## config.mk

```make
export PLATFORM = sky130hd
export DESIGN_NAME = eth_rx_port_demux
export DESIGN_NICKNAME = d
export VERILOG_FILES = /design/src/rtl/eth_rx_port_demux.sv
export SDC_FILE = /design/constraint.sdc
export NUM_CORES = 1
export LEC_CHECK = 0
export CORE_ASPECT_RATIO = 2
export CORE_MARGIN = 10
export CORE_UTILIZATION = 45
export CTS_CLUSTER_SIZE = 28
export DETAILED_ROUTE_END_ITERATION = 10
export PLACE_DENSITY = 0.83
export SKIP_CTS_REPAIR_TIMING = 1
export SYNTH_ARGS = -nofsm -noshare
export SYNTH_HDL_FRONTEND = slang
export SYNTH_SLANG_ARGS = --single-unit
```

## constraint.sdc

```tcl
create_clock -name rx_axis_aclk -period 2.7 [get_ports rx_axis_aclk]
set_input_delay 0.27 -clock rx_axis_aclk [delete_from_list [all_inputs] [get_ports rx_axis_aclk]]
set_output_delay 0.27 -clock rx_axis_aclk [all_outputs]
set_load 0.03 [all_outputs]
```

## src/rtl/eth_rx_port_demux.sv

```systemverilog
// UDP receive demultiplexer: parses the 8-byte UDP header beat, steers the payload
// to the channel whose configured destination port matches, and keeps per-channel statistics.
module eth_rx_port_demux #(
  parameter int NUM_CH = 4,
  parameter int CNT_W  = 32
) (
  input  logic                    rx_axis_aclk,
  input  logic                    rx_axis_areset,
  input  logic [63:0]             s_axis_tdata,
  input  logic [7:0]              s_axis_tkeep,
  input  logic                    s_axis_tvalid,
  input  logic                    s_axis_tlast,
  input  logic                    s_axis_tuser,
  input  logic [NUM_CH*16-1:0]    cfg_port,
  input  logic [NUM_CH-1:0]       cfg_en,
  input  logic                    cnt_clr,
  output logic [63:0]             m_axis_tdata,
  output logic [7:0]              m_axis_tkeep,
  output logic                    m_axis_tlast,
  output logic                    m_axis_tuser,
  output logic [NUM_CH-1:0]       m_axis_tvalid,
  output logic [15:0]             m_src_port,
  output logic [15:0]             m_dst_port,
  output logic [NUM_CH*CNT_W-1:0] frm_cnt,
  output logic [CNT_W-1:0]        drop_cnt
);

  localparam int CH_W = (NUM_CH > 1) ? $clog2(NUM_CH) : 1;

  typedef enum logic [1:0] {
    HDR  = 2'd0,
    FWD  = 2'd1,
    DROP = 2'd2
  } state_t;

  state_t r_state;
  state_t w_state_next;

  logic [CH_W-1:0]   r_ch;
  logic [63:0]       r_tdata;
  logic [7:0]        r_tkeep;
  logic              r_tlast;
  logic              r_tuser;
  logic [NUM_CH-1:0] r_tvalid;
  logic [15:0]       r_src_port;
  logic [15:0]       r_dst_port;
  logic [CNT_W-1:0]  r_drop_cnt;

  logic [15:0]       w_hdr_dst;
  logic [15:0]       w_hdr_src;
  logic [NUM_CH-1:0] w_match;
  logic              w_any_match;
  logic [CH_W-1:0]   w_sel_ch;
  logic [NUM_CH-1:0] w_ch_onehot;
  logic              w_hdr_load;
  logic              w_fwd_beat;
  logic              w_frm_inc;
  logic              w_drop_inc;

  // Ports travel in network byte order: the first byte on the wire is the MSB.
  assign w_hdr_src = {s_axis_tdata[7:0],   s_axis_tdata[15:8]};
  assign w_hdr_dst = {s_axis_tdata[23:16], s_axis_tdata[31:24]};

  generate
    for (genvar gi = 0; gi < NUM_CH; gi++) begin : g_match
      assign w_match[gi]     = cfg_en[gi] && (cfg_port[16*gi +: 16] == w_hdr_dst);
      assign w_ch_onehot[gi] = (r_ch == CH_W'(gi));
    end
  endgenerate

  // Scan from the top down so the lowest matching index is the one left standing.
  always_comb begin
    w_any_match = 1'b0;
    w_sel_ch    = '0;
    for (int i = NUM_CH - 1; i >= 0; i--) begin
      if (w_match[i]) begin
        w_any_match = 1'b1;
        w_sel_ch    = CH_W'(i);
      end
    end
  end

  always_ff @(posedge rx_axis_aclk) begin
    if (rx_axis_areset) begin
      r_state <= HDR;
    end else begin
      r_state <= w_state_next;
    end
  end

  always_comb begin
    w_state_next = r_state;
    w_hdr_load   = 1'b0;
    w_fwd_beat   = 1'b0;
    w_frm_inc    = 1'b0;
    w_drop_inc   = 1'b0;
    case (r_state)
      HDR: begin
        if (s_axis_tvalid) begin
          if (s_axis_tlast) begin
            w_drop_inc = 1'b1;
          end else if (w_any_match) begin
            w_hdr_load   = 1'b1;
            w_state_next = FWD;
          end else begin
            w_state_next = DROP;
          end
        end
      end
      FWD: begin
        if (s_axis_tvalid) begin
          w_fwd_beat = 1'b1;
          if (s_axis_tlast) begin
            w_frm_inc    = 1'b1;
            w_state_next = HDR;
          end
        end
      end
      DROP: begin
        if (s_axis_tvalid && s_axis_tlast) begin
          w_drop_inc   = 1'b1;
          w_state_next = HDR;
        end
      end
      default: w_state_next = HDR;
    endcase
  end

  // Output payload registers hold their last value whenever nothing is forwarded.
  always_ff @(posedge rx_axis_aclk) begin
    if (rx_axis_areset) begin
      r_ch       <= '0;
      r_tdata    <= '0;
      r_tkeep    <= '0;
      r_tlast    <= 1'b0;
      r_tuser    <= 1'b0;
      r_tvalid   <= '0;
      r_src_port <= '0;
      r_dst_port <= '0;
    end else begin
      r_tvalid <= '0;
      if (w_hdr_load) begin
        r_ch       <= w_sel_ch;
        r_src_port <= w_hdr_src;
        r_dst_port <= w_hdr_dst;
      end
      if (w_fwd_beat) begin
        r_tvalid <= w_ch_onehot;
        r_tdata  <= s_axis_tdata;
        r_tkeep  <= s_axis_tkeep;
        r_tlast  <= s_axis_tlast;
        r_tuser  <= s_axis_tuser;
      end
    end
  end

  generate
    for (genvar gi = 0; gi < NUM_CH; gi++) begin : g_cnt
      logic [CNT_W-1:0] r_frm_cnt;

      always_ff @(posedge rx_axis_aclk) begin
        if (rx_axis_areset || cnt_clr) begin
          r_frm_cnt <= '0;
        end else if (w_frm_inc && w_ch_onehot[gi] && (r_frm_cnt != {CNT_W{1'b1}})) begin
          r_frm_cnt <= r_frm_cnt + CNT_W'(1);
        end
      end

      assign frm_cnt[gi*CNT_W +: CNT_W] = r_frm_cnt;
    end
  endgenerate

  always_ff @(posedge rx_axis_aclk) begin
    if (rx_axis_areset || cnt_clr) begin
      r_drop_cnt <= '0;
    end else if (w_drop_inc && (r_drop_cnt != {CNT_W{1'b1}})) begin
      r_drop_cnt <= r_drop_cnt + CNT_W'(1);
    end
  end

  assign m_axis_tdata  = r_tdata;
  assign m_axis_tkeep  = r_tkeep;
  assign m_axis_tlast  = r_tlast;
  assign m_axis_tuser  = r_tuser;
  assign m_axis_tvalid = r_tvalid;
  assign m_src_port    = r_src_port;
  assign m_dst_port    = r_dst_port;
  assign drop_cnt      = r_drop_cnt;

endmodule

```

==> results by group <==
Clock network
  • CTS tree: done
  • Total CTS buffers: 25
  • Clock Latency Late Sink: 0.54 ns
  • Clock slew seen by the registers of the worst setup and hold paths: approximately 0.070 ns
  • Clock root buffer: clkbuf_16
  • Bufs on Longest Clock Path: 3
  • Clock sink total: ~270
  • H-tree depth: 1

STA
  • Unrepaired setup endpoints after global routing: false
  • Worst clock skew: between 0.015 and 0.02 ns
  • Final setup violation count: 0
  • Final count of pins violating max slew: 0
  • Final hold vios: 0
  • Fmax: 0.4292 GHz
  • Fin crit share: 0.8629
  • Min cycle time layout: approximately 2.3 ns
  • Rel. slew slack: 0.3789
  • Slew @ Worst Pin: 0.9237 ns

Worst setup path
  • Crit path DAT: 2.75 ns
  • CP Class: flip-flop to flip-flop
  • Crit Path Max Fanout: 8
  • Critical Path RT: 3.12 ns
  • CP Capture Type: flip-flop
  • CP Launch Type: flip-flop

Synth
  • Post-synth EDFFs: 0
  • Ranking of synthesized cells by area: dfxtp_1 (45%), xor2_1 (8.9%), nand2_1 (6.8%)
  • Synth top area share: 0.4547
  • Synthesized Nets: between 1500 and 2000
  • Top FF cell, synth: dfxtp_1
  • Ys async rst share: 0
  • Synthesized area: 0.01206 mm^2
  • Yosys reg bits: 274
  • Seq/Total Area, Yosys: 0.4547
  • Synth cell types: 55
  • Synth area leader: dfxtp_1
  • Avg Cell Area, Syn: ~8.4 um^2
  • Ys Warns: 0
  • Post-Syn Instances: around 1400

Power
  • Total power draw: between 8 and 9 mW
  • Internal power: between 6 and 7 mW
  • Combinational power share: 0.058
  • Switching share of power: 0.2151
  • Leak pwr: 6.194 nW
  • Flop pwr share: 0.479
  • Clock share of power: 0.463
  • Net Switching: 1.817 mW
  • Worst VDD drop: 0.0004696 V
  • Pwr Density: 475.7 mW/mm^2

Drt
  • Post-DRT Antenna Nets: 0
  • DRT Wirelength: 44820 um
  • Via count of the routed design: roughly 12000
  • Residual DRC: 0
  • Initial DRT Pass Iterations: 5
  • Vias per cell: about 5.3
  • Number of DRC markers in iteration 0: between 600 and 700
  • Routed len/inst: ~20 um

Layout
  • FILL cells: ~2100
  • Layout area overhead: 47.18%
  • Commonest non-fill, non-tap cell in the layout: clkdlybuf4s50_1
  • Final #Nets: 2008
  • Fin area: 0.01776 mm^2
  • Commonest non-fill, non-tap cells in the layout: clkdlybuf4s50_1 (414), dfxtp_1 (274), nand2_1 (218)
  • Share of cells above drive strength 1: 0.06937

Placement
  • Placed Area: 0.01685 mm^2
  • DPL Wire Length: about 35000 um
  • Port bufs: 415
  • Placer Congestion: just under 1

Run status
  • Status: finished clean

GRT
  • Tot GR Track Use: 0.2507
  • First-pass GRT wire length: roughly 67000 um
  • Largest net degree at the start of global routing: approximately 110
  • Vias in the first global route: roughly 12000
  • Total grt overflow: 0
  • Initial antenna violation count: 2

Floorplan
  • Core Footprint: between 0.02 and 0.03 mm^2
  • Starting Density: 0.4573
  • Die Span X: 135.8 um
  • Die area: 0.03415 mm^2
  • Die height: about 250 um
  • IO Count: 416
  • Number of core rows: 84

Hold path
  • Class of the worst hold path: input port to flip-flop

Run
  • Max_cap viols: 0
-- cell type report --
class	count	area [um^2]	area share
Clock buffer	32	701.9	0.03953
Timing Repair Buffer	470	4639	0.2613
Sequential cell	274	5485	0.3089
Inverter	20	75.07	0.004228
Multi-Input combinational cell	1066	6221	0.3504
Clock inverter	12	197.7	0.01113
Antenna cell	2	5.005	0.0002819
Tap cell	344	430.4	0.02424
-- state kept, by name, summed over array words and instances (netlist names) --
name	flops
m_src_port	16
m_axis_tuser	1
m_axis_tdata	64
m_axis_tvalid	4
m_axis_tlast	1
drop_cnt	32
m_axis_tkeep	8
r_ch	2
m_dst_port	16
g_cnt.r_frm_cnt	128
r_state	2
-- layer usage --
metal / part of all wire / track usage
met1: 0.31 / 0.2223
met3: 0.083 / 0.06887
met4: 0.083 / 0.1934
met2: 0.52 / 0.4597
met5: 0 / 0
-- kinds of logic (layout without fill, tap and decap cells) --
group	after synthesis	in the layout	synth area share
and+or+nand+nor	678	678	0.2710
AOI/OAI and AO/OA	159	159	0.07218
muxes	34	34	0.02821
adders and majority gates	5	5	0.005186
DFF	274	274	0.4547
xor gates and xnor gates	190	190	0.1379
other	0	2	0
buffers and inverters	92	534	0.03080
-- cell usage after synthesis, types with 2 or more instances --
library cell,count
dfxtp_1,274
nand2_1,218
nor2_1,195
xor2_1,122
a21oi_1,111
xnor2_1,68
nand3_1,55
nand4_1,53
clkbuf_1,49
mux2i_1,34
o21ai_0,31
or3_1,31
nor3_1,30
and3_1,21
buf_2,21
inv_1,20
nor4_1,17
and4_1,15
or2_2,7
and2_1,6
ha_1,5
a211oi_1,3
nand2b_1,3
nor4_2,3
o31ai_1,3
buf_1,2
nor3_2,2
nor3b_1,2
nor4b_1,2
or3_2,2
or3_4,2
or4b_4,2
-- power by group through the flow --
| stage | combinational (mW) | clock [mW] | sequential, mW |
|---|---|---|---|
| 4_1_cts | 0.490 | 3.99 | 4.04 |
| 6_report | 0.491 | 3.91 | 4.04 |
| 5_1_grt | 0.514 | 4.15 | 4.04 |
| 2_1_floorplan | 0.173 | 0 | 4.14 |
| 3_3_place_gp | 0.486 | 0 | 4.14 |
| 3_5_place_dp | 0.489 | 0 | 4.14 |
-- worst max-delay path, cell delays in order (launching register included) --
cell,delay (ns)
dfxtp_1,0.38
nand4b_2,0.38
nor4_1,0.43
buf_4,0.20
nand2b_1,0.07
a211oi_1,0.27
buf_4,0.18
nand4_1,0.11
xor2_1,0.16
nor2_1,0.05
-- worst paths after layout --
check / slack, ns / from / endpoint / depth (start not counted)
max: 0.37 / r_state[1]$_SDFFE_PP0P_ / g_cnt[0].r_frm_cnt[27]$_SDFFE_PP0P_ / 9
min: 0.27 / rx_axis_areset / m_src_port[3]$_SDFFE_PP0P_ / 3
max reg2reg: 0.37 / r_state[1]$_SDFFE_PP0P_ / g_cnt[0].r_frm_cnt[27]$_SDFFE_PP0P_ / 9
min reg2reg: 0.45 / m_axis_tdata[43]$_SDFFE_PP0P_ / m_axis_tdata[43]$_SDFFE_PP0P_ / 2
-- stage by stage --
step | TNS (ns) | std cells | hold WS [ns] | utilization | setup slack, ns
finish | 0 | 2220 | 0.2678 | 0.6731 | 0.3702
global route | 0 | 2220 | 0.2736 | 0.6731 | 0.01693
CTS | 0 | 2218 | 0.2611 | 0.6727 | 0.1926
detailed placement | -0.01270 | 2174 | 0.4457 | 0.6386 | -0.005224
global placement | 0 | 2174 | 0.4406 | 0.6386 | 0.04435
floorplan | 0 | 1432 | 0.4060 | - | 0.3723
Note: power is estimated with default switching activity, not from simulation.
